### src/rtl/m2v_scan_pkg.sv
// Shared types, constants and scan tables for the MPEG-2 coefficient scan buffer.
// Tables map scan position (index) to raster address (value) within an 8x8 block.
package m2v_scan_pkg;

    localparam int BLK_SIZE    = 64;
    localparam int MAG_MAX_POS = 2047;

    typedef enum logic [1:0] {
        EMPTY,
        FILLING,
        FULL,
        DRAINING
    } bank_state_t;

    typedef enum logic {
        F_IDLE,
        F_FILL
    } fill_state_t;

    localparam logic [5:0] ZIGZAG [BLK_SIZE] = '{
        6'd0,  6'd1,  6'd8,  6'd16, 6'd9,  6'd2,  6'd3,  6'd10,
        6'd17, 6'd24, 6'd32, 6'd25, 6'd18, 6'd11, 6'd4,  6'd5,
        6'd12, 6'd19, 6'd26, 6'd33, 6'd40, 6'd48, 6'd41, 6'd34,
        6'd27, 6'd20, 6'd13, 6'd6,  6'd7,  6'd14, 6'd21, 6'd28,
        6'd35, 6'd42, 6'd49, 6'd56, 6'd57, 6'd50, 6'd43, 6'd36,
        6'd29, 6'd22, 6'd15, 6'd23, 6'd30, 6'd37, 6'd44, 6'd51,
        6'd58, 6'd59, 6'd52, 6'd45, 6'd38, 6'd31, 6'd39, 6'd46,
        6'd53, 6'd60, 6'd61, 6'd54, 6'd47, 6'd55, 6'd62, 6'd63
    };

    localparam logic [5:0] ALTERNATE [BLK_SIZE] = '{
        6'd0,  6'd8,  6'd16, 6'd24, 6'd1,  6'd9,  6'd2,  6'd10,
        6'd17, 6'd25, 6'd32, 6'd40, 6'd48, 6'd56, 6'd57, 6'd49,
        6'd41, 6'd33, 6'd26, 6'd18, 6'd3,  6'd11, 6'd4,  6'd12,
        6'd19, 6'd27, 6'd34, 6'd42, 6'd50, 6'd58, 6'd35, 6'd43,
        6'd51, 6'd59, 6'd20, 6'd28, 6'd5,  6'd13, 6'd6,  6'd14,
        6'd21, 6'd29, 6'd36, 6'd44, 6'd52, 6'd60, 6'd37, 6'd45,
        6'd53, 6'd61, 6'd22, 6'd30, 6'd7,  6'd15, 6'd23, 6'd31,
        6'd38, 6'd46, 6'd54, 6'd62, 6'd39, 6'd47, 6'd55, 6'd63
    };

endpackage

### src/rtl/m2v_scan_rom.sv
// Combinational scan-position to raster-address lookup, zigzag or alternate scan.
module m2v_scan_rom
    import m2v_scan_pkg::*;
(
    input  logic       alt_scan,
    input  logic [5:0] scan_pos,
    output logic [5:0] raster_addr
);

    always_comb begin
        raster_addr = alt_scan ? ALTERNATE[scan_pos] : ZIGZAG[scan_pos];
    end

endmodule

### src/rtl/m2v_coef_scanbuf.sv
// Ping-pong coefficient buffer between VLD/IQ and IDCT: places run/level events in
// raster order, then serves them as sign/magnitude on the IDCT's coef_next pull.
//
// state   | meaning
// F_IDLE  | no block being filled; blk_begin accepted when the fill bank is EMPTY
// F_FILL  | accepting run/level beats into the fill-pointer bank until rl_last
module m2v_coef_scanbuf
    import m2v_scan_pkg::*;
#(
    parameter int MAG_W = 12,
    parameter int LVL_W = 16
) (
    input  logic             clk,
    input  logic             reset,
    input  logic             softreset,
    output logic             fill_ready,
    input  logic             blk_begin,
    input  logic             alt_scan,
    input  logic             rl_valid,
    output logic             rl_ready,
    input  logic [5:0]       rl_run,
    input  logic [LVL_W-1:0] rl_level,
    input  logic             rl_last,
    output logic             bank_full,
    input  logic             rd_start,
    input  logic             coef_next,
    output logic             coef_sign,
    output logic [MAG_W-1:0] coef_data,
    output logic             ovf_err,
    output logic             udf_err
);

    localparam int WORD_W      = MAG_W + 1;
    localparam int MAG_MAX_NEG = MAG_MAX_POS + 1;
    localparam logic [LVL_W:0] LIM_POS = MAG_MAX_POS[LVL_W:0];
    localparam logic [LVL_W:0] LIM_NEG = MAG_MAX_NEG[LVL_W:0];

    fill_state_t         fill_st;
    fill_state_t         fill_st_nxt;
    bank_state_t         bank_st [2];
    logic                fill_ptr;
    logic                drain_ptr;
    logic [6:0]          pos;
    logic                alt_q;
    logic [BLK_SIZE-1:0] vmask [2];
    logic [WORD_W-1:0]   mem [2*BLK_SIZE];
    logic [5:0]          raddr;

    logic                blk_go;
    logic                beat_acc;
    logic [6:0]          p_sum;
    logic                in_range;
    logic                pos64_legal;
    logic [5:0]          wr_raster;
    logic                lvl_neg;
    logic [LVL_W:0]      lvl_abs;
    logic [MAG_W-1:0]    mag_sat;
    logic [WORD_W-1:0]   wr_word;
    logic                drain_go;
    logic                drain_step;
    logic                drain_end;
    logic [5:0]          rd_addr;
    logic [WORD_W-1:0]   rd_word;

    // Handshakes are decided from registered state only.
    assign fill_ready = (fill_st == F_IDLE) && (bank_st[fill_ptr] == EMPTY);
    assign rl_ready   = (fill_st == F_FILL);
    assign bank_full  = (bank_st[drain_ptr] == FULL);

    assign blk_go      = blk_begin & fill_ready;
    assign beat_acc    = rl_valid & rl_ready;
    assign p_sum       = pos + {1'b0, rl_run};
    assign in_range    = ~p_sum[6];
    assign pos64_legal = rl_last && (rl_run == 6'd0) && (pos == 7'd64);

    assign drain_go   = rd_start & bank_full;
    assign drain_step = coef_next & (bank_st[drain_ptr] == DRAINING);
    assign drain_end  = drain_step & (raddr == 6'd63);

    m2v_scan_rom u_scan_rom (
        .alt_scan    (alt_q),
        .scan_pos    (p_sum[5:0]),
        .raster_addr (wr_raster)
    );

    // Sign/magnitude saturation: negatives clip at 2048, positives at 2047.
    always_comb begin
        lvl_neg = rl_level[LVL_W-1];
        lvl_abs = lvl_neg ? ('0 - {1'b1, rl_level}) : {1'b0, rl_level};
        mag_sat = lvl_abs[MAG_W-1:0];
        if (lvl_neg) begin
            if (lvl_abs > LIM_NEG) mag_sat = LIM_NEG[MAG_W-1:0];
        end else begin
            if (lvl_abs > LIM_POS) mag_sat = LIM_POS[MAG_W-1:0];
        end
        wr_word = {lvl_neg, mag_sat};
    end

    always_comb begin
        rd_addr = drain_go ? 6'd0 : (raddr + 6'd1);
        rd_word = vmask[drain_ptr][rd_addr] ? mem[{drain_ptr, rd_addr}] : '0;
    end

    always_ff @(posedge clk or posedge reset) begin
        if (reset) begin
            fill_st <= F_IDLE;
        end else if (softreset) begin
            fill_st <= F_IDLE;
        end else begin
            fill_st <= fill_st_nxt;
        end
    end

    always_comb begin
        fill_st_nxt = fill_st;
        case (fill_st)
            F_IDLE:  if (blk_go) fill_st_nxt = F_FILL;
            F_FILL:  if (beat_acc && rl_last) fill_st_nxt = F_IDLE;
            default: fill_st_nxt = F_IDLE;
        endcase
    end

    // Bank storage has no reset; the valid masks decide what reads back as nonzero.
    always_ff @(posedge clk) begin
        if (beat_acc && in_range) mem[{fill_ptr, wr_raster}] <= wr_word;
    end

    // Fill and drain sides always touch different banks, so both may update here.
    always_ff @(posedge clk or posedge reset) begin
        if (reset) begin
            bank_st[0] <= EMPTY;
            bank_st[1] <= EMPTY;
            vmask[0]   <= '0;
            vmask[1]   <= '0;
            fill_ptr   <= 1'b0;
            drain_ptr  <= 1'b0;
            pos        <= 7'd0;
            alt_q      <= 1'b0;
        end else if (softreset) begin
            bank_st[0] <= EMPTY;
            bank_st[1] <= EMPTY;
            vmask[0]   <= '0;
            vmask[1]   <= '0;
            fill_ptr   <= 1'b0;
            drain_ptr  <= 1'b0;
            pos        <= 7'd0;
            alt_q      <= 1'b0;
        end else begin
            if (blk_go) begin
                pos               <= 7'd0;
                alt_q             <= alt_scan;
                bank_st[fill_ptr] <= FILLING;
            end
            if (beat_acc) begin
                if (in_range) begin
                    vmask[fill_ptr][wr_raster] <= 1'b1;
                    pos                        <= p_sum + 7'd1;
                end
                if (rl_last) begin
                    bank_st[fill_ptr] <= FULL;
                    fill_ptr          <= ~fill_ptr;
                end
            end
            if (drain_go) begin
                bank_st[drain_ptr] <= DRAINING;
            end else if (drain_end) begin
                vmask[drain_ptr]   <= '0;
                bank_st[drain_ptr] <= EMPTY;
                drain_ptr          <= ~drain_ptr;
            end
        end
    end

    always_ff @(posedge clk or posedge reset) begin
        if (reset) begin
            raddr     <= 6'd0;
            coef_sign <= 1'b0;
            coef_data <= '0;
        end else if (softreset) begin
            raddr     <= 6'd0;
            coef_sign <= 1'b0;
            coef_data <= '0;
        end else if (drain_go) begin
            raddr                  <= 6'd0;
            {coef_sign, coef_data} <= rd_word;
        end else if (drain_step) begin
            if (drain_end) begin
                coef_sign <= 1'b0;
                coef_data <= '0;
            end else begin
                raddr                  <= raddr + 6'd1;
                {coef_sign, coef_data} <= rd_word;
            end
        end
    end

    always_ff @(posedge clk or posedge reset) begin
        if (reset) begin
            ovf_err <= 1'b0;
            udf_err <= 1'b0;
        end else if (softreset) begin
            ovf_err <= 1'b0;
            udf_err <= 1'b0;
        end else begin
            if (beat_acc && !in_range && !pos64_legal) ovf_err <= 1'b1;
            if (rd_start && !bank_full) udf_err <= 1'b1;
        end
    end

endmodule
### config.mk
export PLATFORM = sky130hd
export DESIGN_NAME = m2v_coef_scanbuf
export DESIGN_NICKNAME = d
export VERILOG_FILES = /design/src/rtl/m2v_scan_pkg.sv /design/src/rtl/m2v_scan_rom.sv /design/src/rtl/m2v_coef_scanbuf.sv
export SDC_FILE = /design/constraint.sdc
export NUM_CORES = 2
export LEC_CHECK = 0
export CORE_ASPECT_RATIO = 1.2
export CORE_MARGIN = 5
export CORE_UTILIZATION = 40
export CTS_CLUSTER_SIZE = 10
export DETAILED_ROUTE_END_ITERATION = 8
export HOLD_SLACK_MARGIN = 0.12
export SLEW_MARGIN = 20
export SYNTH_ARGS = -nofsm -noshare
export SYNTH_HDL_FRONTEND = slang
export SYNTH_SLANG_ARGS = --single-unit
### constraint.sdc
create_clock -name clk -period 17.5 [get_ports clk]
set_input_delay 4.375 -clock clk [delete_from_list [all_inputs] [get_ports clk]]
set_output_delay 4.375 -clock clk [all_outputs]
set_load 0.03 [all_outputs]
==> run summary <==
Across the run, the number of max-cap violations was 0. For this run, the register share of the synthesized area comes to 71.1%. The worst clock skew on the final layout was 0.0635 ns.

In this run the remaining antenna-violating nets after routing total 0. The final layout contains routed wiring with a total length of 235 mm. The first global-routing pass estimated 340 mm of wire. The run gives 6.44 ns as the setup slack after placement.

Counting flops and latches in the post-synthesis netlist gives 1828. The count of unresolved DRC violations after routing was 0. After clock tree synthesis, the clock-pin slew on the worst setup and hold paths is 0.06 ns. After routing, the total negative slack on setup checks comes to 0 ns.

The fraction of registers with async set or reset after synthesis works out to 8.97%. The tools report the max-slew violation count as 0. The run gives 0.0274 uW as the leakage power. The tools report the final weighted congestion in routability-driven placement as 0.894. In the synthesized netlist the dominant register cell turns out to be sky130_fd_sc_hd__edfxtp_1.

The first detailed-routing pass took 6 iterations. The nature of the critical path startpoint is a primary input. 49 I/O pins were placed.

The die width came out at 408 um. After clock tree synthesis, the setup repair step added 0 buffers. The clock tree synthesis step divided the H-tree into 4 levels. The synthesized design spends more area on one cell type than any other, namely sky130_fd_sc_hd__edfxtp_1.

The region available for standard cell placement spans 0.189 mm2. The count of input and output buffers was 48; the total power after layout was 9290 uW. The detail-routed via count per cell came out at 6.14.

Synthesis instantiated 103 different standard cells from the library. Tightest slew margin relative to the limit: 15.2%. Along the worst path, the maximum fanout reaches 19. The final period demand of the worst path is 10.13 ns, and the number of buffers inserted by hold repair at cts is 0. For the total standard cell area after synthesis, the log shows 0.0760 mm2. After technology mapping, the gate count stands at 5185. Entering global routing, the biggest net connects 144 pins. The clock root buffer was sky130_fd_sc_hd__clkbuf_16. The number of clock sinks was 1828; the slew at the pin closest to its max-slew limit was 1.26 ns. The worst setup path is of the in2reg kind. Static timing analysis puts the maximum clock frequency at 98.8 MHz. In the final design database the tool counted 5303 nets. Detailed routing inserted a total of 48000 vias. Global routing used 23.2% of the available tracks. The share of cells above drive strength 1 was 14.0%; the data required time at the worst endpoint was 17.94 ns. Setup repair after global routing left no endpoint under its margin. Ranked by total cell area, the synthesized netlist is headed by sky130_fd_sc_hd__edfxtp_1, sky130_fd_sc_hd__dfrtp_1, sky130_fd_sc_hd__mux4_2, sky130_fd_sc_hd__mux2i_1, sky130_fd_sc_hd__nand2_1. Across the VDD grid, the largest voltage drop is 0.105 mV. The run gives 0.199 mm2 as the die footprint.

STA classifies the critical path endpoint as a flop. Dividing the final minimum period by the clock period gives 57.9%. TritonCTS created 203 clock buffers. For the number of antenna violations at the first check in global routing, the log shows 9.

The logs give 46900 for the number of global-route vias before repair and 0.88 ns for the later-pin clock latency in the skew report. Summed over its instances, the top area cell type makes up 65.7% of the synthesized netlist area. Once routing completed, OpenROAD measured the worst setup slack at 7.37 ns.

The library cells used most frequently in the layout, excluding fill and tap cells, are sky130_fd_sc_hd__edfxtp_1, sky130_fd_sc_hd__nand2_1, sky130_fd_sc_hd__a21oi_1. In the final routed layout, each cell accounts on average for 30.1 um. Number of gates resized after cts: 0.

TritonCTS built the clock tree. Setup violations remaining at the end of the flow were counted as 0. The total overflow left after global routing is 0. The tools report the number of nets produced by synthesis as 5246. The first routing iteration left 5420 violations. Yosys mapped a number of flops with a built-in enable equal to 1664.

The power per cell area was 108 mW/mm2. Hold timing on the final database bottoms out at a slack of 0.476 ns. For the number of buffers on the longest clock path, the log shows 3. Averaged over all synthesized cells, the footprint is 14.7 um2.

The number of hold-slack violations in the final timing report was 0. The die is 488 um tall. The tools report the number of rows in the core area as 175. The tightest min-delay check is of the reg2reg type.

The most common cell after layout, fill and taps aside was sky130_fd_sc_hd__edfxtp_1. The run finished with clean final reports. The number of warnings reported in the yosys synthesis log came out at 0. For the effective utilization at floorplan, the log shows 40.2%.

The run gives 10.57 ns as the worst path arrival time. Summed over all nets, the half-perimeter wirelength after detailed placement is 140 mm. Once layout is complete, the utilization of the core stands at 45.4%. The area growth from synthesis to final layout came out at 13.1%.
[cell type report]
cell class | instances | area [um2]
diodes | 4 | 10.0
clock buffers | 288 | 5450
clock inverters | 16 | 298
fillers | 16600 | 103000
inverters | 27 | 118
multi-input cells | 2959 | 21000
flip-flops and latches | 1828 | 54100
well taps | 2478 | 3100
repair buffers | 223 | 1890
[stage by stage]
stage                     area [um2]  std cells
after detailed placement       80000       7513
after global routing           85900       7820
after CTS                      85700       7817
final                          85900       7823
after floorplan                76000       5185
after global placement         80000       7513
[cells by family after synthesis]
| kind of cell | after synthesis | synth area share, % |
|---|---|---|
| flip-flops | 1828 | 71.1 |
| buffers and inverters | 398 | 2.31 |
| XOR/XNOR | 32 | 0.413 |
| AO/OA/AOI/OAI | 1201 | 10.5 |
| multiplexers | 397 | 7.36 |
| AND/OR/NAND/NOR | 1299 | 7.77 |
| adder cells (fa/ha/maj) | 30 | 0.494 |
[power breakdown]
group          switching [uW]  total (uW)  internal, uW
clock                    1670        3810          2140
combinational             516         657           141
sequential               6.59        4820          4820
total                    2190        9290          7100
[per-layer routing]
layer  part of all wire, %  track usage [%]  vias up  wire length [um]
li1                      -                -    20300                 -
met1                    40             31.2    24600             92900
met2                    47             37.1     2574            112000
met3                   9.0             4.74      482             21300
met4                   3.9             8.97        6              9220
met5                 0.013                0        -                30
[Yosys cell counts, types with 11 or more instances]
master,n
sky130_fd_sc_hd__and2_1,20
sky130_fd_sc_hd__and3_1,19
sky130_fd_sc_hd__a211oi_1,59
sky130_fd_sc_hd__a2111oi_0,44
sky130_fd_sc_hd__edfxtp_1,1664
sky130_fd_sc_hd__dfrtp_1,164
sky130_fd_sc_hd__buf_1,57
sky130_fd_sc_hd__o31ai_1,20
sky130_fd_sc_hd__or3_1,22
sky130_fd_sc_hd__a311oi_1,15
sky130_fd_sc_hd__nand2b_1,14
sky130_fd_sc_hd__o221ai_1,18
sky130_fd_sc_hd__nor4_1,62
sky130_fd_sc_hd__buf_4,19
sky130_fd_sc_hd__mux2i_1,252
sky130_fd_sc_hd__a21oi_1,324
sky130_fd_sc_hd__a221oi_1,87
sky130_fd_sc_hd__a221o_1,23
sky130_fd_sc_hd__xnor2_1,16
sky130_fd_sc_hd__mux4_2,128
sky130_fd_sc_hd__mux2_2,16
sky130_fd_sc_hd__a211o_1,14
sky130_fd_sc_hd__o21ai_1,23
sky130_fd_sc_hd__nand2_1,652
sky130_fd_sc_hd__ha_1,30
sky130_fd_sc_hd__a22o_1,32
sky130_fd_sc_hd__o41ai_1,17
sky130_fd_sc_hd__o2111ai_1,18
sky130_fd_sc_hd__inv_1,23
sky130_fd_sc_hd__o21a_1,62
sky130_fd_sc_hd__nor3_1,78
sky130_fd_sc_hd__xor2_1,13
sky130_fd_sc_hd__nand4_1,11
sky130_fd_sc_hd__a22oi_1,14
sky130_fd_sc_hd__buf_2,106
sky130_fd_sc_hd__o211ai_1,15
sky130_fd_sc_hd__nand3_1,86
sky130_fd_sc_hd__clkbuf_1,181
sky130_fd_sc_hd__o311ai_0,14
sky130_fd_sc_hd__o21ai_0,231
sky130_fd_sc_hd__nor2_1,251
sky130_fd_sc_hd__a31oi_1,46
sky130_fd_sc_hd__o22ai_1,56
[sequential cells by signal, summed over array words and instances (netlist names), 4 cells and up]
name / cells
bank_st: 4
vmask: 128
raddr: 6
coef_data: 12
pos: 7
mem: 1664
[final timing paths]
| check | startpoint | to | slack, ns | cells after the start |
|---|---|---|---|---|
| hold / removal | vmask[38]$_DFF_PP0_ | vmask[38]$_DFF_PP0_ | 0.48 | 2 |
| setup reg to reg | pos[1]$_DFF_PP0_ | mem[62][5]$_DFFE_PP_ | 10.88 | 13 |
| min in group asynchronous | reset | vmask[2]$_DFF_PP0_ | 4.05 | 2 |
| hold reg to reg | vmask[38]$_DFF_PP0_ | vmask[38]$_DFF_PP0_ | 0.48 | 2 |
| max in group asynchronous | reset | raddr[0]$_DFFE_PP0P_ | 12.00 | 3 |
| setup / recovery | rl_run[1] | mem[62][5]$_DFFE_PP_ | 7.37 | 14 |
[worst max-delay path: stages]
cell                              delay, ns
sky130_fd_sc_hd__clkdlybuf4s50_1       0.43
sky130_fd_sc_hd__ha_1                  0.70
sky130_fd_sc_hd__xor2_4                0.52
sky130_fd_sc_hd__ha_1                  0.54
sky130_fd_sc_hd__inv_1                 0.26
sky130_fd_sc_hd__a21oi_1               0.09
sky130_fd_sc_hd__mux4_2                0.48
sky130_fd_sc_hd__a31oi_1               0.34
sky130_fd_sc_hd__nand2_1               0.11
sky130_fd_sc_hd__a21oi_1               0.44
sky130_fd_sc_hd__o21ai_4               0.10
sky130_fd_sc_hd__buf_4                 0.28
sky130_fd_sc_hd__or3_2                 0.92
sky130_fd_sc_hd__nor2_1                0.96
No activity file was read; power rests on OpenSTA's default activity.
